<file path="src/rtl/seq_divider.sv">
// Sequential signed restoring divider: 2W-bit dividend by W-bit divisor.
// Magnitudes are divided one quotient bit per clock; signs are applied at the end.
module seq_divider #(
    parameter int W = 8
) (
    input  logic           clk,
    input  logic           rst,
    input  logic           start,
    input  logic [2*W-1:0] Z,
    input  logic [W-1:0]   M,
    output logic           busy,
    output logic           done,
    output logic [W-1:0]   Q,
    output logic [W-1:0]   R,
    output logic           div_by_zero,
    output logic           overflow
);

    typedef enum logic [1:0] {
        S_IDLE,
        S_LOAD,
        S_CALC,
        S_FIX
    } state_t;

    localparam int CW = $clog2(2*W);
    localparam logic [CW-1:0] LAST = CW'(2*W-1);
    localparam logic [2*W-1:0] HALF = {{W{1'b0}}, 1'b1, {(W-1){1'b0}}};

    state_t           r_state;
    logic [CW-1:0]    r_count;
    logic [2*W-1:0]   r_zmag;
    logic [W-1:0]     r_mmag;
    logic [W-1:0]     r_zlow;
    logic             r_zneg;
    logic             r_mneg;
    logic [W:0]       r_part;
    logic [2*W-1:0]   r_quo;
    logic             r_busy;
    logic             r_done;
    logic [W-1:0]     r_q;
    logic [W-1:0]     r_r;
    logic             r_dbz;
    logic             r_ovf;

    logic [2*W-1:0]   w_zabs;
    logic [W-1:0]     w_mabs;
    logic [W+1:0]     w_shift;
    logic [W+1:0]     w_diff;
    logic             w_ge;
    logic             w_qneg;
    logic [W-1:0]     w_qlo;
    logic [W-1:0]     w_rlo;
    logic             w_ovf;
    logic             w_dbz;

    assign w_zabs  = Z[2*W-1] ? -Z : Z;
    assign w_mabs  = M[W-1] ? -M : M;

    // Partial remainder gains one dividend bit; the extra top bit flags a borrow.
    assign w_shift = {r_part, r_zmag[2*W-1]};
    assign w_diff  = w_shift - {2'b00, r_mmag};
    assign w_ge    = ~w_diff[W+1];

    assign w_qneg  = r_zneg ^ r_mneg;
    assign w_qlo   = w_qneg ? -r_quo[W-1:0] : r_quo[W-1:0];
    assign w_rlo   = r_zneg ? -r_part[W-1:0] : r_part[W-1:0];
    // A negative quotient may reach magnitude 2^(W-1); a positive one may not.
    assign w_ovf   = w_qneg ? (r_quo > HALF) : (r_quo >= HALF);
    assign w_dbz   = (r_mmag == '0);

    always_ff @(posedge clk or posedge rst) begin
        if (rst) begin
            r_state <= S_IDLE;
            r_count <= '0;
            r_zmag  <= '0;
            r_mmag  <= '0;
            r_zlow  <= '0;
            r_zneg  <= 1'b0;
            r_mneg  <= 1'b0;
            r_part  <= '0;
            r_quo   <= '0;
            r_busy  <= 1'b0;
            r_done  <= 1'b0;
            r_q     <= '0;
            r_r     <= '0;
            r_dbz   <= 1'b0;
            r_ovf   <= 1'b0;
        end else begin
            unique case (r_state)
                S_IDLE: begin
                    r_done <= 1'b0;
                    if (start) begin
                        r_zmag  <= w_zabs;
                        r_mmag  <= w_mabs;
                        r_zlow  <= Z[W-1:0];
                        r_zneg  <= Z[2*W-1];
                        r_mneg  <= M[W-1];
                        r_busy  <= 1'b1;
                        r_state <= S_LOAD;
                    end
                end
                S_LOAD: begin
                    r_part  <= '0;
                    r_quo   <= '0;
                    r_count <= '0;
                    r_state <= S_CALC;
                end
                S_CALC: begin
                    r_zmag  <= {r_zmag[2*W-2:0], 1'b0};
                    r_part  <= w_ge ? w_diff[W:0] : w_shift[W:0];
                    r_quo   <= {r_quo[2*W-2:0], w_ge};
                    r_count <= r_count + CW'(1);
                    if (r_count == LAST) begin
                        r_state <= S_FIX;
                    end
                end
                S_FIX: begin
                    if (w_dbz) begin
                        r_q   <= '1;
                        r_r   <= r_zlow;
                        r_dbz <= 1'b1;
                        r_ovf <= 1'b0;
                    end else begin
                        r_q   <= w_qlo;
                        r_r   <= w_rlo;
                        r_dbz <= 1'b0;
                        r_ovf <= w_ovf;
                    end
                    r_done  <= 1'b1;
                    r_busy  <= 1'b0;
                    r_state <= S_IDLE;
                end
                default: begin
                    r_state <= S_IDLE;
                end
            endcase
        end
    end

    assign busy        = r_busy;
    assign done        = r_done;
    assign Q           = r_q;
    assign R           = r_r;
    assign div_by_zero = r_dbz;
    assign overflow    = r_ovf;

endmodule

</file>
<file path="config.mk">
export PLATFORM = sky130hd
export DESIGN_NAME = seq_divider
export DESIGN_NICKNAME = d
export VERILOG_FILES = /design/src/rtl/seq_divider.sv
export SDC_FILE = /design/constraint.sdc
export NUM_CORES = 1
export LEC_CHECK = 0
export CAP_MARGIN = 20
export CORE_AREA = 2 2 141 74
export DETAILED_ROUTE_END_ITERATION = 8
export DIE_AREA = 0 0 143 76
export DONT_BUFFER_PORTS = 1
export PLACE_DENSITY = 0.67
export SLEW_MARGIN = 10
export SYNTH_ARGS = -nofsm -noshare
export SYNTH_HDL_FRONTEND = slang
export SYNTH_SLANG_ARGS = --single-unit
</file>
<file path="constraint.sdc">
create_clock -name clk -period 2.5 [get_ports clk]
set_input_delay 0.25 -clock clk [delete_from_list [all_inputs] [get_ports clk]]
set_output_delay 0.25 -clock clk [all_outputs]
set_load 0.05 [all_outputs]
</file>
; ---- Word level (Yosys, flattened, before mapping)
; Index checks and enable logic that the tools add are counted.
; W data, S select, Z words.
[totals]
elab_cells = 61
latchBits = 0
mem_bits_ro = 0
memories = 0
ff_bits = 85
mem_bits_rw = 0
[classes]
n_div = 0
add_sub_neg = 6
reduce_logical = 9
n_bitwise = 2
mux = 21
magnitude_cmp = 2
n_eq_ne = 6
mul = 0
n_shift = 0
[ops]
columns = cell, count
row1 = $pmux W16 S2, 2
row2 = $mux W8, 5
row3 = $mux W16, 2
row4 = $neg A8 Y8, 3
row5 = $pmux W9 S2, 1
row6 = $ge A16 B8 Y1 const B, 1
row7 = $gt A16 B8 Y1 const B, 1
row8 = $neg A16 Y16, 1
row9 = $sub A10 B8 Y10, 1
row10 = $mux W9, 1
row11 = $logic_not A8 Y1, 1
row12 = $pmux W2 S4, 1
row13 = $pmux W4 S2, 1
row14 = $reduce_and A2 Y1, 4
row15 = $reduce_bool A2 Y1, 3
row16 = $add A4 B1 Y4 const B, 1
row17 = $eq A2 B2 Y1 const B, 2
row18 = $eq A4 B4 Y1 const B, 1
row19 = $mux W1, 4
row20 = $mux W2, 2
row21 = $ne A2 B2 Y1 const B, 2
row22 = $pmux W1 S2, 2
row23 = $eq A2 B1 Y1 const B, 1
row24 = $logic_not A2 Y1, 1
row25 = other kinds (2), 2

; ---- Depth between registers and ports, before layout
; Gate-level depths: netlist (run 1).
[logic_depth]
depth_word = 4
mapped_depth = 10

; ---- Least setup slack after synthesis (run 1)
; OpenSTA, ideal clock, no wires.
[synth_path]
kind = flip-flop to flip-flop
from = register r_part[0]
to = register r_part[5]
n_path_buf = 2
t_required_ps = 2374
setup_slack_ps = 176
t_arrival_ps = 2198
setup_time_ps = 126
stages_incl_launch_ff = 10
path_cell_list = dfrtp_1 > ha_1 > nor2b_1 > o31ai_2 > a211oi_1 > or3_1 > buf_2 > and2_1 > buf_6 > a221o_1
[synth_via]
elab_chain_len = 3
[synth_lines]
columns = item, line
row1 = from (decl), 37  ; logic [W:0] r_part;
row2 = from (signal assigned), 111  ; r_part <= w_ge ? w_diff[W:0] : w_shift[W:0];
row3 = $sub A10 B8 Y10, 62  ; assign w_diff = w_shift - {2'b00, r_mmag};
row4 = $mux W9, 111
row5 = $pmux W9 S2, 90  ; unique case (r_state)
; Every way passes these cells.
; A chain may end at the register's enable or synchronous reset.

; ---- Final worst setup path (run 1)
[layout_path]
from = register r_zmag[15]
to = register r_part[8]
[layout_via]
elab_chain_len = 3
[layout_lines]
columns = item, line
row1 = from (decl), 32  ; logic [2*W-1:0] r_zmag;
row2 = from (signal assigned), 94  ; r_zmag <= w_zabs;
row3 = from (signal assigned), 110  ; r_zmag <= {r_zmag[2*W-2:0], 1'b0};
row4 = $sub A10 B8 Y10, 62
row5 = $mux W9, 111
row6 = $pmux W9 S2, 90
; Every way passes these cells.

==> flow_summary.yaml, run 1 <==
detailed_routing:
  wl_met2_mm: 4.40
  routed.top_layer: "met4"
  via_per_inst: 5.71
  post-route-drc-count: 0
  wl_met1_mm: 5.61
  drtPass1Iterations: 5
  wl_met3_mm: 1.12
  vias: 3792
  first_iter_violations: 375
  finalWirelength_mm: 11.2
  postRouteAntennaNets: 0
  drt-wirelength-per-cell_um: 16.9
placement:
  numPortBuffers: 0
  place_area_um2: 4950
  dp_cells: 647
  place.gp.congestion: 0.883
  detailed_place_hpwl_mm: 8.31
setup_path:
  critPathMaxFanout: 3
  start_kind: "flop"
  slowest_stage: "fa_1"
  cp_top_family: "compound AO/OA/AOI/OAI gates"
  worstPathArrival_ps: 2590
  path_buf_inv: 2
  worstPathCellList: "inv_1 -> ha_1 -> inv_1 -> fa_1 -> a211oi_2 -> o21ai_1 -> a31o_2 -> a21oi_1 -> a2bb2oi_1 -> o211ai_1"
  max_stage_delay_ps: 440
  critPathKind: "reg2reg"
  path_common_cell: "inv_1"
  r2r_cells: 10
  required_ps: 2710
  crit_path_end_kind: "flop"
  crit_cells: 10
timing:
  slew_headroom: 0.561
  period_minus_slack_ps: 2380
  max_freq_ghz: 0.420
  min_period_over_period: 0.952
  worst_hold_slack_ps: 53.2
  skew_ps: 6.60
  drv_slew: 0
  tightest_slew_ps: 654
  rsz0062_at_grt: "yes"
  hold_viol: 0
  setup_viol: 0
final_layout:
  final_area_um2: 5250
  n_antenna_cell: 0
  post-route-util: 0.536
  seq_area_um2: 2130
  multi_input_area_um2: 2390
  fillers: 881
  syn_to_final_growth_pct: 10.8
  layout-drive-gt1-share: 0.109
  nets: 563
  final_cells: 664
grt:
  grt_usage: 0.223
  grt_pass1_wl_mm: 18.8
  grt_max_degree: 75
  antenna_found_initial: 0
  gr-total-overflow: 0
  grt_pass1_vias: 3567
logic_synthesis:
  synth.distinct_cells: 51
  postSynthCellCount: 515
  yosys-top-cells-area: "dfrtp_1 (45%), nand2_1 (5.0%), o21ai_0 (4.5%), ha_1 (4.2%), mux2_2 (4.0%)"
  synth.most_common_cell: "dfrtp_1"
  synthTopCellsByCount: "dfrtp_1 (85), nand2_1 (63), nor2_1 (44)"
  ys_warn_count: 0
  ys_seq_area_frac: 0.449
  yosys.area.top_type: "dfrtp_1"
  synth_edf_count: 0
  ys_dominant_reg_cell: "dfrtp_1"
  synthesis.area_um2: 4740
  synth_fp_nets: 559
  synth_top_area_share: 0.449
  yosys_register_bits: 85
  syn_area_per_cell_um2: 9.20
  synthArstFlopShare: 1.00
floorplan:
  die_w_um: 143
  initial_core_util: 0.484
  coreArea_um2: 9790
  die_area_um2: 10900
  die_y_um: 76
  io_pins: 47
  row_count: 26
min_path:
  hold_class: "in2reg"
  hold_depth: 1
clocking:
  htree_levels: 3
  cts_tree: "built"
  path_clk_slew_ps: 70
  clock_latency_ps: 340
  cts-root-buf: "clkbuf_16"
  clock_sinks: 85
  clockBufferDepth: 2
  cts_buffers: 9
power:
  pwr-share-seq: 0.380
  vdd_drop_max_v: 0.000726
  p_int_mw: 3.87
  p_comb_frac: 0.450
  p_leak_nw: 2.32
  p_switching_mw: 3.45
  switching_share: 0.471
  clkPwrFrac: 0.170
  power.density_nw_per_um2: 1390
outcome:
  status: "completed"
flow_run:
  cap_violations: 0
routing by layer:
layer,GRT usage,up-vias
li1,-,1823
met1,0.358,1822
met2,0.291,137
met3,0.0691,10
met4,0.0455,0
met5,0,-
layout by cell type, fill, tap and decap left out, drive strengths merged, types with 9 or more instances in the layout:
master,instances
a21oi,29
nand3,17
o31ai,9
mux2i,9
mux2,17
inv,31
xor2,19
dfrtp,85
xnor2,15
clkbuf,9
nor2,44
buf,18
o21ai,45
nand2,63
ha,16
o2bb2ai,11
worst paths after layout:
path                                  from         to  slack [ps]
worst max-delay path            r_zmag[15]  r_part[8]         120
worst min-delay path                  Z[3]  r_zlow[3]          50
worst max register to register  r_zmag[15]  r_part[8]         120
worst min register to register   r_zmag[9]  r_zmag[9]         480
max in group asynchronous              rst  r_mmag[6]        1590
min in group asynchronous              rst       Q[6]         270
state kept, by name, indices dropped and copies added, names as in the netlist:
signal       cells
Q                8
R                8
busy             1
div_by_zero      1
done             1
overflow         1
r_count          4
r_mmag           8
r_mneg           1
r_part           9
r_quo           16
r_state          2
r_zlow           8
r_zmag          16
r_zneg           1
cells by family (layout without fill, tap and decap cells):
group | Yosys count | in the layout | share of synthesized area
compound gates | 135 | 135 | 0.184
xor+xnor | 34 | 34 | 0.0629
fa+ha+maj | 17 | 17 | 0.0465
buf+inv | 58 | 67 | 0.0478
flops | 85 | 85 | 0.449
mux | 26 | 26 | 0.0594
simple gates | 160 | 160 | 0.150
stage by stage:
stage	power, mW	worst slack (ps)	TNS [ps]
2_1_floorplan	5.17	56.5	0
6_report	7.32	120	0
4_1_cts	7.29	45.3	0
5_1_grt	7.87	-34.9	-34.9
3_5_place_dp	6.02	53.3	0
3_3_place_gp	5.90	126	0
power groups by stage:
stage,sequential [mW],clock (mW),combinational [mW]
after CTS,2.78,1.27,3.25
after detailed placement,2.80,0,3.22
after global routing,2.84,1.33,3.70
final,2.78,1.24,3.30
after floorplan,2.65,0,2.51
after global placement,2.78,0,3.12
cell type report:
class / instances / area share
multi-input cells: 372 / 0.455
flip-flops and latches: 85 / 0.405
clock buffers: 9 / 0.0429
well taps: 140 / 0.0334
repair buffers: 19 / 0.0300
inverters: 32 / 0.0231
clock inverters: 7 / 0.00978
timing repair:
item / in CTS / in global routing
endpoints found under the setup margin: 0 / 2
setup buffers: 0 / 0
gates resized for setup: 0 / 3
hold endpoints to repair: 11 / 0
hold buffers: 1 / 0
Power figures use the tool's default switching activity.
==> run 2: changes to the inputs <==
CORE_AREA = 2 2 96 108   (was 2 2 141 74)
DIE_AREA = 0 0 98 110   (was 0 0 143 76)
PLACE_DENSITY = 0.71   (was 0.67)
clock period = 2.77 ns   (was 2.5 ns; I/O delays follow)
==> run 2 against run 1 <==
Compared with the run above:
- utilization shrank 0.91 points
- total power shrank 15%
- maximum frequency down 3.1%
- clock skew increased by 4.8 ps
- sequential share of layout area rose by 1.3 points
- non-clock buffer count down 6
- critical path type unchanged
==> flow_summary.yaml, run 2 (synthesis gave the netlist of run 1 again) <==
setup_path:
  r2r_cells: 10
  timing.reg2reg.setup_slack_ps: 310
  critPathKind: "reg2reg"
  required_ps: 2990
  max_stage_delay_ps: 420
  worstPathArrival_ps: 2670
  slowest_stage: "fa_1"
  path_buf_inv: 2
  path_common_cell: "inv_1"
  critPathMaxFanout: 3
  timing.rr.start: "r_zmag[15]"
  crit_path_end_kind: "flop"
  start_kind: "flop"
  r2r-end: "r_part[8]"
  cp_top_family: "compound AO/OA/AOI/OAI gates"
  worstPathCellList: "inv_1 -> ha_1 -> inv_1 -> fa_1 -> a211oi_1 -> o21ai_0 -> a31o_2 -> a21oi_1 -> a2bb2oi_1 -> o211ai_1"
floorplan:
  die_w_um: 98
  die_area_um2: 10800
  row_count: 38
  die_y_um: 110
  initial_core_util: 0.491
  io_pins: 47
  coreArea_um2: 9650
final_layout:
  n_antenna_cell: 0
  layout-drive-gt1-share: 0.0946
  fillers: 888
  final_cell_mix: "dfrtp_1 (85), nand2_1 (63), nor2_1 (44)"
  final_cells: 638
  nets: 557
  reg_top3: "r_quo (16), r_zmag (16), r_part (9)"
  final_common_cell: "dfrtp_1"
  syn_to_final_growth_pct: 7.34
timing:
  slew_headroom: 0.495
  worst_hold_slack_ps: 72.8
  rsz0062_at_grt: "no"
  period_minus_slack_ps: 2460
  max_freq_ghz: 0.407
  drv_slew: 0
  hold_viol: 0
  skew_ps: 11.4
  min_period_over_period: 0.887
  tightest_slew_ps: 752
  tns_ps: 0
  setup_viol: 0
min_path:
  worstHoldStart: "Z[3]"
  holdPathEnd: "r_zlow[3]"
  hold_depth: 1
  hold_class: "in2reg"
outcome:
  status: "completed"
grt:
  antenna_found_initial: 0
  grt_max_degree: 45
  grt_usage: 0.198
  grt_pass1_vias: 3621
  gr-total-overflow: 0
  grt_pass1_wl_mm: 17.5
clocking:
  cts_post_setup_buffers_inserted: 0
  clock_sinks: 85
  htree_levels: 3
  clockBufferDepth: 2
  cts-root-buf: "clkbuf_8"
  cts_tree: "built"
  clock_latency_ps: 350
  path_clk_slew_ps: 100
  cts_buffers: 9
detailed_routing:
  postRouteAntennaNets: 0
  first_iter_violations: 281
  drtPass1Iterations: 5
  finalWirelength_mm: 10.3
  vias: 3701
  post-route-drc-count: 0
  drt-wirelength-per-cell_um: 16.2
  via_per_inst: 5.80
placement:
  detailed_place_hpwl_mm: 7.52
  place.gp.congestion: 0.902
  numPortBuffers: 0
  dp_cells: 621
power:
  pwr-share-seq: 0.404
  p_comb_frac: 0.458
  p_switching_mw: 3.03
  switching_share: 0.489
  power.density_nw_per_um2: 1220
  clkPwrFrac: 0.138
  p_leak_nw: 2.25
  vdd_drop_max_v: 0.000677
  p_int_mw: 3.17
flow_run:
  cap_violations: 0
run 2: cell count changes in the layout (fill, tap and decap cells not counted), sizes merged:
cell	previous run	this run
buf	18	12
clkinv	6	2
inv	31	35
run 2: metal layers:
metal	global-route usage	wire length (um)
met1	0.276	4810
met2	0.328	4930
met3	0.0322	472
met4	0.0506	95
met5	0	0
run 2: power by group through the flow:
stage | Combinational, mW | Sequential, mW | Clock (mW)
2_1_floorplan | 2.27 | 2.40 | 0
3_3_place_gp | 2.74 | 2.51 | 0
3_5_place_dp | 2.83 | 2.53 | 0
4_1_cts | 2.84 | 2.51 | 0.872
5_1_grt | 3.20 | 2.57 | 0.927
6_report | 2.84 | 2.51 | 0.853
run 2: area by class of cell:
| class | instances | area, um^2 | area share |
|---|---|---|---|
| multi-input cells | 372 | 2380 | 0.469 |
| repair buffers | 13 | 113 | 0.0221 |
| inverters | 32 | 121 | 0.0239 |
| well taps | 120 | 150 | 0.0295 |
| clock buffers | 9 | 124 | 0.0244 |
| clock inverters | 7 | 66.3 | 0.0130 |
| flip-flops and latches | 85 | 2130 | 0.418 |
run 2: how the worst max path moves through the flow:
stage / to / depth (start not counted) / start / slack, ps
detailed placement: r_part[8] / 10 / r_zmag[15] / 360
global placement: r_part[8] / 10 / r_zmag[15] / 430
global route: r_part[8] / 10 / r_zmag[15] / 110
floorplan: Q[0] / 1 / rst / 300
CTS: r_part[8] / 10 / r_zmag[15] / 320
finish: r_part[8] / 10 / r_zmag[15] / 310
run 2: worst reg2reg max path, stage by stage (launching register included):
cell and delay (ps):
dfrtp_1 400, inv_1 100, ha_1 180, inv_1 60, fa_1 420, a211oi_1 270
o21ai_0 170, a31o_2 260, a21oi_1 200, a2bb2oi_1 180, o211ai_1 110
run 2: stage by stage:
step | setup slack, ps | util | cell area (um^2) | power [mW]
after global placement | 431 | 0.506 | 4880 | 5.25
after floorplan | 300 | - | 4740 | 4.66
after global routing | 108 | 0.527 | 5080 | 6.70
final | 313 | 0.527 | 5080 | 6.20
after detailed placement | 357 | 0.506 | 4880 | 5.36
after CTS | 322 | 0.527 | 5080 | 6.22
run 2: what timing repair did:
action                                  in CTS  in global routing
gates resized for setup                      0                  0
hold endpoints to repair                    41                  0
endpoints found under the setup margin       0                  0
hold buffers                                 1                  0
==> run 3: changes to the inputs <==
CORE_AREA = 2 2 106 98   (was 2 2 96 108)
CTS_BUF_LIST = sky130_fd_sc_hd__clkbuf_4 sky130_fd_sc_hd__clkbuf_8   (was default)
DIE_AREA = 0 0 108 100   (was 0 0 98 110)
==> run 3 against run 2 <==
Compared with the run above:
- non-clock buffer count decreased by 1
- critical path type unchanged
- global-route usage increased by 1.2 points
- highest routed layer unchanged
- clock power increased by 22%
- routed wire length increased by 1.9%
- combinational power about the same
- total power increased by 3.2%
==> flow_summary.yaml, run 3 (synthesis gave the netlist of run 1 again) <==
setup_path:
  max_stage_delay_ps: 430
  worstPathCellList: "inv_1 -> ha_1 -> inv_1 -> fa_1 -> a211oi_1 -> o21ai_0 -> a31o_2 -> a21oi_1 -> a2bb2oi_1 -> o211ai_1"
  worstPathArrival_ps: 2660
  critPathMaxFanout: 3
  cp-startpoint: "r_zmag[15]"
  r2r_cells: 10
  timing.reg2reg.setup_slack_ps: 330
  cp-endpoint: "r_part[8]"
  critPathKind: "reg2reg"
  path_common_cell: "inv_1"
  timing.rr.start: "r_zmag[15]"
  required_ps: 2990
  r2r-end: "r_part[8]"
  crit_path_end_kind: "flop"
  slowest_stage: "fa_1"
  start_kind: "flop"
final_layout:
  syn_to_final_growth_pct: 8.27
  nets: 556
  n_antenna_cell: 0
  final_common_cell: "dfrtp_1"
  reg_top3: "r_quo (16), r_zmag (16), r_part (9)"
  final_cells: 644
  final_cell_mix: "dfrtp_1 (85), nand2_1 (63), nor2_1 (44)"
  layout-drive-gt1-share: 0.0893
  fillers: 917
  multi_input_area_um2: 2380
  seq_area_um2: 2130
floorplan:
  row_count: 35
  initial_core_util: 0.481
  die_y_um: 100
  die_area_um2: 10800
  die_w_um: 108
  io_pins: 47
  coreArea_um2: 9850
power:
  p_leak_nw: 2.26
  power.density_nw_per_um2: 1250
  vdd_drop_max_v: 0.000505
grt:
  grt_max_degree: 65
  grt_pass1_wl_mm: 18.0
  gr-total-overflow: 0
  grt_pass1_vias: 3665
  antenna_found_initial: 0
  grt_usage: 0.210
placement:
  place.gp.congestion: 0.858
  dp_cells: 629
  numPortBuffers: 0
  pre_cts_ws_ps: 343
  detailed_place_hpwl_mm: 7.62
timing:
  period_minus_slack_ps: 2440
  hold_viol: 0
  finalWorstSetupSlack_ps: 325
  worst_hold_slack_ps: 67.8
  rsz0062_at_grt: "no"
  setup_viol: 0
  max_freq_ghz: 0.409
  skew_ps: 13.9
  tns_ps: 0
  drv_slew: 0
  slew_headroom: 0.487
  min_period_over_period: 0.882
  tightest_slew_ps: 763
detailed_routing:
  postRouteAntennaNets: 0
  vias: 3675
  finalWirelength_mm: 10.5
  via_per_inst: 5.71
  first_iter_violations: 135
  drtPass1Iterations: 4
  drt-wirelength-per-cell_um: 16.3
  post-route-drc-count: 0
clocking:
  clock_sinks: 85
  cts-root-buf: "clkbuf_8"
  clockBufferDepth: 2
  cts_tree: "built"
  htree_levels: 3
  cts_post_setup_buffers_inserted: 0
  cts_buffers: 9
  clock_latency_ps: 360
  path_clk_slew_ps: 80
flow_run:
  cap_violations: 0
outcome:
  status: "completed"
min_path:
  hold_class: "in2reg"
## run 3: cell count changes in the layout (fill, tap and decap cells not counted), sizes merged
cell / change
buf: -1
bufinv: +3
clkbuf: +1
inv: -5
clkinvlp: -2
clkinv: +1
## run 3: area by class of cell
cell class | instances | share of cell area
multi-input cells | 372 | 0.465
flip-flops and latches | 85 | 0.415
well taps | 129 | 0.0315
clock buffers | 10 | 0.0256
inverters | 32 | 0.0237
repair buffers | 12 | 0.0205
clock inverters | 4 | 0.0193
## run 3: layer usage
layer	vias up	part of all wire	wire length [um]	track usage
met5	-	0	0	0
met4	0	0.020	215	0.0651
met3	17	0.046	482	0.0455
met2	84	0.45	4760	0.329
met1	1765	0.48	5040	0.294
li1	1809	-	-	-
## run 3: worst min path at each step
stage / to / slack (ps) / start / cells after the start
6_report: r_mneg / 70 / M[7] / 1
2_1_floorplan: r_zlow[2] / 430 / Z[2] / 1
4_1_cts: r_zneg / 50 / Z[15] / 1
3_5_place_dp: R[5] / 180 / rst / 1
3_3_place_gp: R[5] / 170 / rst / 1
5_1_grt: r_zlow[2] / 50 / Z[2] / 1
## run 3: worst max-delay path, delay by kind of cell, from the launching register on
kind                     cells  cell delay (ps)
AO/OA/AOI/OAI                6             1210
adder cells (fa/ha/maj)      2              600
flip-flops                   1              380
buffers and inverters        2              130
## run 3: report_power, final
part | switching (mW) | internal (mW)
registers | 0.809 | 1.69
logic | 1.73 | 1.13
clock network | 0.441 | 0.602
total | 2.98 | 3.42
## run 3: per-stage QoR
step                       util  instance area (um^2)  power (mW)
after floorplan               -                  4740        4.66
after global placement    0.496                  4890        5.27
after detailed placement  0.496                  4890        5.36
after CTS                 0.521                  5130        6.42
after global routing      0.521                  5130        6.90
final                     0.521                  5130        6.40
## run 3: timing repair
item	in CTS	in global routing
gates resized for setup	0	0
setup endpoints to repair	0	0
hold endpoints to repair	21	0
hold buffers	1	0
